[config.mk]
export PLATFORM = sky130hd
export DESIGN_NAME = div_unit_flat
export DESIGN_NICKNAME = d
export VERILOG_FILES = /design/src/rtl/div_unit_if.sv /design/src/rtl/div_unit.sv /design/src/flat_wrapper.sv
export SDC_FILE = /design/constraint.sdc
export NUM_CORES = 1
export LEC_CHECK = 0
export CAP_MARGIN = 10
export CORE_MARGIN = 2
export CORE_UTILIZATION = 28
export CTS_CLUSTER_SIZE = 10
export DETAILED_ROUTE_END_ITERATION = 7
export PLACE_DENSITY = 0.54
export REMOVE_ABC_BUFFERS = 1
export SLEW_MARGIN = 20
export SYNTH_ARGS = -nofsm -noshare
export SYNTH_HDL_FRONTEND = slang
export SYNTH_SLANG_ARGS = --single-unit
[constraint.sdc]
create_clock -name clk -period 5.55 [get_ports clk]
set_clock_uncertainty 0.15 [all_clocks]
set_input_delay 1.665 -clock clk [delete_from_list [all_inputs] [get_ports clk]]
set_output_delay 1.665 -clock clk [all_outputs]
set_load 0.005 [all_outputs]
[src/rtl/div_unit_if.sv]
// Handshake/bus bundle for the iterative divider: request side driven by the
// master (pipeline), status/result side driven by the divider (slave).
`timescale 1ns/1ps
interface div_unit_if #(parameter int XLEN = 32);
    logic            start;
    logic [1:0]      div_func;
    logic [XLEN-1:0] op1;
    logic [XLEN-1:0] op2;
    logic            flush;
    logic            busy;
    logic            done;
    logic [XLEN-1:0] result;

    modport master (
        output start, div_func, op1, op2, flush,
        input  busy, done, result
    );

    modport slave (
        input  start, div_func, op1, op2, flush,
        output busy, done, result
    );
endinterface

[src/rtl/div_unit.sv]
// RV32M divider: restoring division, one quotient bit per clock (32 iterations).
// Divide-by-zero and signed overflow complete immediately with fixed results.
// Signed ops divide magnitudes and fix the signs on the final iteration.
`timescale 1ns/1ps
module div_unit #(
    parameter int XLEN = 32
) (
    input logic        clk,
    input logic        rst_n,
    div_unit_if.slave  bus
);
    typedef enum logic [1:0] {
        IDLE = 2'd0,
        CALC = 2'd1,
        DONE = 2'd2
    } state_t;

    localparam logic [5:0] LAST_IT = 6'(XLEN - 1);

    state_t          r_state;
    logic [5:0]      r_cnt;
    logic [XLEN-1:0] r_rem;
    logic [XLEN-1:0] r_quo;
    logic [XLEN-1:0] r_dvs;
    logic            r_is_rem;
    logic            r_neg_q;
    logic            r_neg_r;
    logic            r_busy;
    logic            r_done;
    logic [XLEN-1:0] r_result;

    logic            w_signed;
    logic            w_dz;
    logic            w_ovf;
    logic [XLEN-1:0] w_abs1;
    logic [XLEN-1:0] w_abs2;
    logic [XLEN-1:0] w_spec;
    logic [XLEN:0]   w_shift;
    logic [XLEN:0]   w_sub;
    logic [XLEN-1:0] w_rem_nxt;
    logic [XLEN-1:0] w_quo_nxt;
    logic [XLEN-1:0] w_fin_q;
    logic [XLEN-1:0] w_fin_r;
    logic [XLEN-1:0] w_fin;

    // Two's-complement negation.
    function automatic logic [XLEN-1:0] neg2(input logic [XLEN-1:0] v);
        return ~v + {{(XLEN-1){1'b0}}, 1'b1};
    endfunction

    assign bus.busy   = r_busy;
    assign bus.done   = r_done;
    assign bus.result = r_result;

    // Request decode: operand magnitudes and the two short-circuit cases.
    always_comb begin
        w_signed = ~bus.div_func[0];
        w_dz     = (bus.op2 == {XLEN{1'b0}});
        w_ovf    = w_signed & (bus.op1 == {1'b1, {(XLEN-1){1'b0}}})
                            & (bus.op2 == {XLEN{1'b1}});
        w_abs1   = (w_signed & bus.op1[XLEN-1]) ? neg2(bus.op1) : bus.op1;
        w_abs2   = (w_signed & bus.op2[XLEN-1]) ? neg2(bus.op2) : bus.op2;
        if (w_dz) begin
            w_spec = bus.div_func[1] ? bus.op1 : {XLEN{1'b1}};
        end else if (bus.div_func[1]) begin
            w_spec = {XLEN{1'b0}};
        end else begin
            w_spec = {1'b1, {(XLEN-1){1'b0}}};
        end
    end

    // One restoring step; the partial remainder is widened by one bit so the
    // trial subtraction keeps its sign.
    always_comb begin
        w_shift = {r_rem, r_quo[XLEN-1]};
        w_sub   = w_shift - {1'b0, r_dvs};
        if (w_sub[XLEN]) begin
            w_rem_nxt = w_shift[XLEN-1:0];
            w_quo_nxt = {r_quo[XLEN-2:0], 1'b0};
        end else begin
            w_rem_nxt = w_sub[XLEN-1:0];
            w_quo_nxt = {r_quo[XLEN-2:0], 1'b1};
        end
        w_fin_q = r_neg_q ? neg2(w_quo_nxt) : w_quo_nxt;
        w_fin_r = r_neg_r ? neg2(w_rem_nxt) : w_rem_nxt;
        w_fin   = r_is_rem ? w_fin_r : w_fin_q;
    end

    // Control FSM with registered busy/done/result; flush aborts from any state.
    always_ff @(posedge clk or negedge rst_n) begin
        if (!rst_n) begin
            r_state  <= IDLE;
            r_cnt    <= 6'd0;
            r_rem    <= {XLEN{1'b0}};
            r_quo    <= {XLEN{1'b0}};
            r_dvs    <= {XLEN{1'b0}};
            r_is_rem <= 1'b0;
            r_neg_q  <= 1'b0;
            r_neg_r  <= 1'b0;
            r_busy   <= 1'b0;
            r_done   <= 1'b0;
            r_result <= {XLEN{1'b0}};
        end else if (bus.flush) begin
            r_state <= IDLE;
            r_busy  <= 1'b0;
            r_done  <= 1'b0;
        end else begin
            case (r_state)
                IDLE: begin
                    r_done <= 1'b0;
                    if (bus.start) begin
                        r_is_rem <= bus.div_func[1];
                        r_neg_q  <= w_signed & (bus.op1[XLEN-1] ^ bus.op2[XLEN-1]);
                        r_neg_r  <= w_signed & bus.op1[XLEN-1];
                        r_rem    <= {XLEN{1'b0}};
                        r_quo    <= w_abs1;
                        r_dvs    <= w_abs2;
                        r_cnt    <= 6'd0;
                        if (w_dz || w_ovf) begin
                            r_state  <= DONE;
                            r_done   <= 1'b1;
                            r_result <= w_spec;
                        end else begin
                            r_state <= CALC;
                            r_busy  <= 1'b1;
                        end
                    end else begin
                        r_state <= IDLE;
                    end
                end
                CALC: begin
                    r_rem <= w_rem_nxt;
                    r_quo <= w_quo_nxt;
                    r_cnt <= r_cnt + 6'd1;
                    if (r_cnt == LAST_IT) begin
                        r_state  <= DONE;
                        r_busy   <= 1'b0;
                        r_done   <= 1'b1;
                        r_result <= w_fin;
                    end else begin
                        r_state <= CALC;
                    end
                end
                DONE: begin
                    r_state <= IDLE;
                    r_done  <= 1'b0;
                end
                default: begin
                    r_state <= IDLE;
                    r_busy  <= 1'b0;
                    r_done  <= 1'b0;
                end
            endcase
        end
    end
endmodule

[src/flat_wrapper.sv]
// flat-port wrapper written by rule: the top's interface ports become plain ports
module div_unit_flat 
#(
    parameter int XLEN = 32
)
  (clk, rst_n, bus_start, bus_div_func, bus_op1, bus_op2, bus_flush, bus_busy, bus_done, bus_result);
  div_unit_if #(.XLEN(XLEN)) bus_i ();
  input logic clk;
  input logic rst_n;
  input wire logic [$bits(bus_i.start)-1:0] bus_start;
  input wire logic [$bits(bus_i.div_func)-1:0] bus_div_func;
  input wire logic [$bits(bus_i.op1)-1:0] bus_op1;
  input wire logic [$bits(bus_i.op2)-1:0] bus_op2;
  input wire logic [$bits(bus_i.flush)-1:0] bus_flush;
  output wire logic [$bits(bus_i.busy)-1:0] bus_busy;
  output wire logic [$bits(bus_i.done)-1:0] bus_done;
  output wire logic [$bits(bus_i.result)-1:0] bus_result;
  assign bus_i.start = bus_start;
  assign bus_i.div_func = bus_div_func;
  assign bus_i.op1 = bus_op1;
  assign bus_i.op2 = bus_op2;
  assign bus_i.flush = bus_flush;
  assign bus_busy = bus_i.busy;
  assign bus_done = bus_i.done;
  assign bus_result = bus_i.result;
  div_unit #(.XLEN(XLEN)) u_core (.clk(clk), .rst_n(rst_n), .bus(bus_i));
endmodule
==> impl_results.md, run 1 <==
- Status: complete, no violations
- Die area: 0.0432 mm2
- Die Height: 208 um
- Worst-margin pin slew: 1040 ps
- Primary FF master, synth: dfrtp_1
- Sequential fraction of the synthesis area: 30.4%
- Worst hold endpoint: u_core.r_dvs[27]
- Tcrit/Tclk final: 91.9%
- # nets final: 1669
- Clock-pin transition on the worst setup and hold timing paths: 70 ps
- Grt met3 use: 3.22%
- Total placed cells including tap cells: 2073
- Ys Warns: 0
- Syn avg cell area: 7.86 um2
- Clock sinks: 141
- CP endpoint kind: flop
- Hold-fix buffers, CTS: 0
- Worst hold start: u_core.r_dvs[27]
- CTS tree: built
- Cell count of the worst hold path: 2
- Cell count after synthesis: 1478
- Antenna Cells: 0
- Clk_lat worst skew: 450 ps
- CP max FO: 9
- Synth Register Bits: 141
- Worst path cell trace: inv_1 -> ha_1 -> fa_1 -> nand2b_1 -> a21boi_2 -> o21ai_4 -> a31oi_1 -> a221o_1 -> nor2_4 -> inv_1 -> nor2_1 -> a21oi_1 -> ha_1 -> nor3b_1 -> or4bb_1 -> o41ai_2 -> buf_4 -> nand4b_1 -> o21ai_0 -> xor2_1 -> o21ai_0
- Antenna-violating nets left: 0
- Setup_tns: 0 ps
- Die X: 208 um
- Setup bufs post-CTS: 0
- Library cells used by synthesis: 86
- Crit path arrival time: 5270 ps
- Pre-CTS setup slack: 177 ps
- Residual DRC: 0
- Peak Freq: 196 MHz
- Startpoint types: flop
- RSZ-0062 raised after global routing: false
- Wirelength per Cell: 19.7 um
- Flop2flop setup slack: 450 ps
- Power per cell area: 254 mW/mm2
- R2R Path End: u_core.bus.result[28]
- Max rail drop VDD: 199 uV
- Final setup margin: 451 ps
- Commonest non-fill, non-tap cell in the layout: o21ai_0
- Global-route wire length before repair: 65.0 mm
- 1st-pass router iterations: 5
- CP max stage delay: 470 ps
- Async S/R FF share, synth: 100%
- Root Driver: clkbuf_16
- Finished Layout Cells: 2105
- Grt met1 use: 25.8%
- Largest net degree at the start of global routing: 74
- IO buf count: 103
- Via Count: 11551
- Top Ports: 104
- Num CTS Buffers: 17
- Worst r2r src: u_core.r_quo[31]
- Max-slew headroom: 29.9%
- Busiest layer in global routing: met2
- Worst path required time: 5720 ps
- Post-synth EDFFs: 0
- Initial antenna violation count: 2
- Commonest cells after routing, fill and taps aside: o21ai_0, nand2_1, dfrtp_1
- Routed vias/inst: 5.49
- Post-route minimum period: 5100 ps
- Endpoints failing hold: 0
- Starting Density: 28.4%
- Tightest Hold Check Type: reg -> reg
- Layout area overhead: 20.1%
- Core box area: 0.0409 mm2
- Htree depth: 4
- Cell with the largest stage delay on the worst path: or4bb_1
- P_leak: 5.43 nW
- Final wirelength: 41.5 mm
- PostCTS Resize Cnt: 0
- Crit Path Category: reg -> reg
- Max-slew violation count: 0
- Vias in the first global route: 11057
- Post-Syn Area: 0.0116 mm2
- Hpwl dp: 31.8 mm
- Cell depth of the worst flop-to-flop path: 21
- Max clock buf depth: 2
- Layout cell share with drive strength beyond 1: 6.68%
- MaxCap Viol Count: 0
- GRT Total Usage: 19.1%
- Setup violations, final: 0
- GRT met2 Usage: 31.1%
- DRT iter0 DRCs: 991
- GRT overflow: 0
- Row cnt: 74
- Routability cong.: 0.907
==> power by group <==
group / switching, mW / total (mW) / internal (mW) / leakage, nW
combinational: 0.657 / 1.09 / 0.433 / 3.28
sequential: 0.130 / 1.26 / 1.13 / 1.86
clock: 0.541 / 1.19 / 0.646 / 0.285
total: 1.33 / 3.54 / 2.21 / 5.43
==> worst max path at each step <==
stage / start / end / slack, ps / cells after the start
after detailed placement: bus_op1[27] / u_core.bus.result[30] / 180 / 11
after floorplan: u_core.r_rem[4] / u_core.bus.result[20] / -350 / 17
after global routing: u_core.r_quo[31] / u_core.bus.result[28] / 60 / 21
after global placement: bus_op1[25] / u_core.bus.result[30] / 210 / 11
after CTS: u_core.r_quo[31] / u_core.bus.result[28] / 480 / 21
final: u_core.r_quo[31] / u_core.bus.result[28] / 450 / 21
==> through the flow <==
| step | hold slack (ps) | util, % | cell area, um2 | power [mW] |
|---|---|---|---|---|
| finish | 332 | 34.1 | 14000 | 3.54 |
| global route | 363 | 34.1 | 14000 | 3.74 |
| global placement | 318 | 32.7 | 13400 | 2.35 |
| CTS | 338 | 34.1 | 14000 | 3.55 |
| detailed placement | 323 | 32.7 | 13400 | 2.36 |
| floorplan | 300 | - | 11300 | 1.97 |
==> cells in the mapped netlist, types with 10 or more instances <==
cell type  count  area [um2]
mux2i_1       22         220
a22oi_1       32         240
a31oi_1       23         144
a211oi_1      11        82.6
dfrtp_1      141        3530
nand2b_1      20         125
a21oi_1       83         415
nor3_1        34         170
xor2_1        54         473
xnor2_1       79         692
inv_1         55         206
nand4_1       16         100
clkbuf_1      76         285
or3_1         15        93.8
nor4_1        16         100
nand2_1      175         657
a21o_1        16         120
o31ai_1       27         203
o21a_1        10        75.1
o41ai_1       11        96.3
o211ai_1      22         165
o21ai_0      196         981
nor2_1       109         409
ha_1          38         475
nand3_1       25         125
==> cell type report <==
class	count	area, um2
clock inverters	14	154
clock buffers	18	439
repair buffers	148	1380
flip-flops and latches	141	3530
fillers	4305	27000
well taps	532	666
multi-input cells	1196	7580
inverters	56	210
==> sequential cells by signal (all words and copies together) (netlist names) <==
signal	cells
u_core.r_state	2
u_core.r_neg_r	1
u_core.r_dvs	32
u_core.r_quo	32
u_core.bus.busy	1
u_core.bus.result	32
u_core.r_is_rem	1
u_core.r_cnt	6
u_core.r_neg_q	1
u_core.bus.done	1
u_core.r_rem	32
==> layer usage <==
metal / wire length, um / part of all wire (%)
met3: 2160 / 5.2
met2: 19500 / 47
met4: 1060 / 2.6
met5: 12 / 0.029
met1: 18800 / 45
==> critical path: cells and delay by family, from the launching register on <==
kind	cells	cell delay [ps]
AND/OR/NAND/NOR	6	1270
buffers and inverters	3	520
AO/OA/AOI/OAI	8	1640
flip-flops	1	420
XOR/XNOR	1	150
adder cells (fa/ha/maj)	3	810
==> logic make-up (layout without fill, tap and decap cells) <==
group                    Yosys count  after routing  synth area share, %
adder cells (fa/ha/maj)           39             39                 4.26
AND/OR/NAND/NOR                  477            477                 19.8
buffers and inverters            141            236                 4.66
multiplexers                      23             23                 1.99
AO/OA/AOI/OAI                    524            524                 28.9
flip-flops                       141            141                 30.4
XOR/XNOR                         133            133                 10.0
Power figures use the tool's default switching activity.
==> run 2: changes to the inputs <==
--- a/config.mk
+++ b/config.mk
@@ -5,6 +5,7 @@
 export SDC_FILE = /design/constraint.sdc
 export NUM_CORES = 1
 export LEC_CHECK = 0
+export ABC_CLOCK_PERIOD_IN_PS = 5550
 export CAP_MARGIN = 10
 export CORE_MARGIN = 2
 export CORE_UTILIZATION = 28
==> results of run 2 <==
The final DEF is identical to that of run 1; final timing and power are the same.
==> run 3: changes to the inputs <==
--- a/config.mk
+++ b/config.mk
@@ -7,12 +7,13 @@
 export LEC_CHECK = 0
 export ABC_CLOCK_PERIOD_IN_PS = 5550
 export CAP_MARGIN = 10
-export CORE_MARGIN = 2
 export CORE_UTILIZATION = 28
 export CTS_CLUSTER_SIZE = 10
 export DETAILED_ROUTE_END_ITERATION = 7
+export MAX_ROUTING_LAYER = met4
 export PLACE_DENSITY = 0.54
 export REMOVE_ABC_BUFFERS = 1
+export SETUP_SLACK_MARGIN = 0.02
 export SLEW_MARGIN = 20
 export SYNTH_ARGS = -nofsm -noshare
 export SYNTH_HDL_FRONTEND = slang
==> impl_results.md, run 3 (synthesis gave the netlist of run 1 again) <==
- Startpoint types: flop
- DRT iter0 DRCs: 982 (-0.91%)
- CTS tree: built
- Commonest non-fill, non-tap cell in the layout: o21ai_0
- Row cnt: 74 (unchanged)
- Starting Density: 28.4% (unchanged)
- Top Ports: 104 (unchanged)
- Antenna Cells: 0 (unchanged)
- Antenna-violating nets left: 0 (unchanged)
- Initial antenna violation count: 1 (-1)
- Flop pwr share: 35.3% (-0.4 points)
- Crit path arrival time: 5280 ps (about the same)
- Setup bufs post-CTS: 0 (unchanged)
- Tcrit/Tclk final: 92.3% (+0.46 points)
- Wirelength per Cell: 19.8 um (+0.45%)
- Final wirelength: 41.7 mm (+0.59%)
- P_sw: 1.33 mW (-0.20%)
- Routed vias/inst: 5.51 (+0.43%)
- Residual DRC: 0 (unchanged)
- Die area: 0.0423 mm2 (-1.9%)
- Worst path required time: 5710 ps (about the same)
- Root Driver: clkbuf_16
- Layout area overhead: 20.5%
- Clock-pin transition on the worst setup and hold timing paths: 70 ps (about the same)
- Total power: 3.57 mW (+0.91%)
- CP endpoint kind: flop
- Setup_tns: 0 ps (unchanged)
- Core box area: 0.0409 mm2 (unchanged)
- Hold-fix buffers, CTS: 0 (unchanged)
- Global-route wire length before repair: 65.3 mm (+0.49%)
- Tightest Hold Check Type: reg -> reg
- Via Count: 11617 (+0.57%)
- Pint: 2.25 mW (+1.6%)
- Vias in the first global route: 11221 (+1.5%)
- GRT Total Usage: 20.7% (+1.5 points)
- Die Height: 206 um (-0.96%)
- Max-slew violation count: 0 (unchanged)
- Hpwl dp: 32.2 mm (+1.2%)
- Fin area: 0.0140 mm2 (+0.31%)
- RSZ-0062 raised after global routing: false
- PostCTS Resize Cnt: 0 (unchanged)
- GRT overflow: 0 (unchanged)
- Peak Freq: 195 MHz (-0.49%)
- 1st-pass router iterations: 5 (unchanged)
- MaxCap Viol Count: 0 (unchanged)
- Routability cong.: 0.901 (-0.65%)
- Status: complete, no violations
- P_leak: 5.45 nW (+0.30%)
- Combinational Power Share: 30.8% (about the same)
- Setup violations, final: 0 (unchanged)
- Crit Path Category: reg -> reg
- Clock Power Share: 34.0% (+0.5 points)
- Fin util: 34.2% (+0.11 points)
- Clock sinks: 141 (unchanged)
- Die X: 206 um (-0.96%)
- Htree depth: 4 (unchanged)
- IO buf count: 103 (unchanged)
- Layout filler cell count: 4385 (+1.9%)
- Clk_lat worst skew: 440 ps (about the same)
- Max-slew headroom: 34.9% (+5.0 points)
- Sw frac: 37.1% (-0.41 points)
- Area post-placement: 0.0134 mm2 (+0.17%)
- Endpoints failing hold: 0 (unchanged)
- Layout cell share with drive strength beyond 1: 6.98% (+0.30 points)
- Post-route minimum period: 5120 ps (+25.3 ps)
- Commonest cells after routing, fill and taps aside: o21ai_0, nand2_1, dfrtp_1
- CP max FO: 9 (unchanged)
- Power per cell area: 255 mW/mm2 (+0.60%)
- Max clock buf depth: 2 (unchanged)
- Num CTS Buffers: 17 (unchanged)
- Worst-margin pin slew: 976 ps (-65.4 ps)
- # nets final: 1672 (+0.18%)
- Hold slack: 331 ps (-1.42 ps)
- Largest net degree at the start of global routing: 93 (+26%)
- Max rail drop VDD: 196 uV (-1.6%)
## run 3: changes by cell type in the layout (fill, tap and decap cells not counted), sizes merged
cell,before,now
clkinv,6,2
buf,46,49
clkinvlp,2,4
inv,61,63
bufinv,1,2
clkbuf,18,17
## run 3: area by class of cell
| cell class | count | area, um2 | area share (%) |
|---|---|---|---|
| well taps | 532 | 666 | 4.75 |
| multi-input cells | 1196 | 7590 | 54.2 |
| inverters | 56 | 210 | 1.50 |
| clock buffers | 17 | 425 | 3.04 |
| flip-flops and latches | 141 | 3530 | 25.2 |
| clock inverters | 15 | 179 | 1.28 |
| repair buffers | 151 | 1410 | 10.0 |
## run 3: power by group through the flow
| stage | Combinational (mW) | Sequential, mW | Clock (mW) |
|---|---|---|---|
| detailed placement | 1.09 | 1.27 | 0 |
| finish | 1.10 | 1.26 | 1.21 |
| floorplan | 0.719 | 1.25 | 0 |
| CTS | 1.10 | 1.26 | 1.23 |
| global placement | 1.09 | 1.27 | 0 |
| global route | 1.22 | 1.28 | 1.27 |
## run 3: worst max-delay path, cell delays in order (launching register included)
cell	delay, ps
dfrtp_1	400
inv_1	80
ha_1	210
fa_1	410
nand2b_1	210
a21boi_2	240
o21ai_4	110
buf_4	180
a31o_2	240
a21o_1	190
nor2_4	120
inv_1	150
a21oi_1	250
ha_1	200
nor3b_1	300
or4bb_1	460
o41ai_2	230
buf_4	190
nand4b_1	190
o21ai_0	250
xor2_1	160
o21ai_0	80
## run 3: metal layers
layer  GRT usage, %  wire length, um  vias up
met4           5.16              773        0
met2           33.2            19700      245
met3           2.87             1620       35
met5              -                0        -
li1               -                -     5590
met1           27.2            19600     5747
## run 3: stage by stage
step                instances  setup WS (ps)
detailed placement       2076            287
global placement         2076            299
floorplan                1393           -351
global route             2108           21.8
CTS                      2108            435
finish                   2108            426
## run 3: final timing paths
kind                                   from               endpoint  slack (ps)  cells after the start
hold / removal             u_core.r_dvs[30]       u_core.r_dvs[30]         330                      2
setup reg to reg           u_core.r_quo[31]  u_core.bus.result[28]         430                     21
setup / recovery           u_core.r_quo[31]  u_core.bus.result[28]         430                     21
max in group asynchronous             rst_n        u_core.r_quo[7]        3180                      2
min in group asynchronous             rst_n        u_core.r_dvs[4]        1140                      1
hold reg to reg            u_core.r_dvs[30]       u_core.r_dvs[30]         330                      2
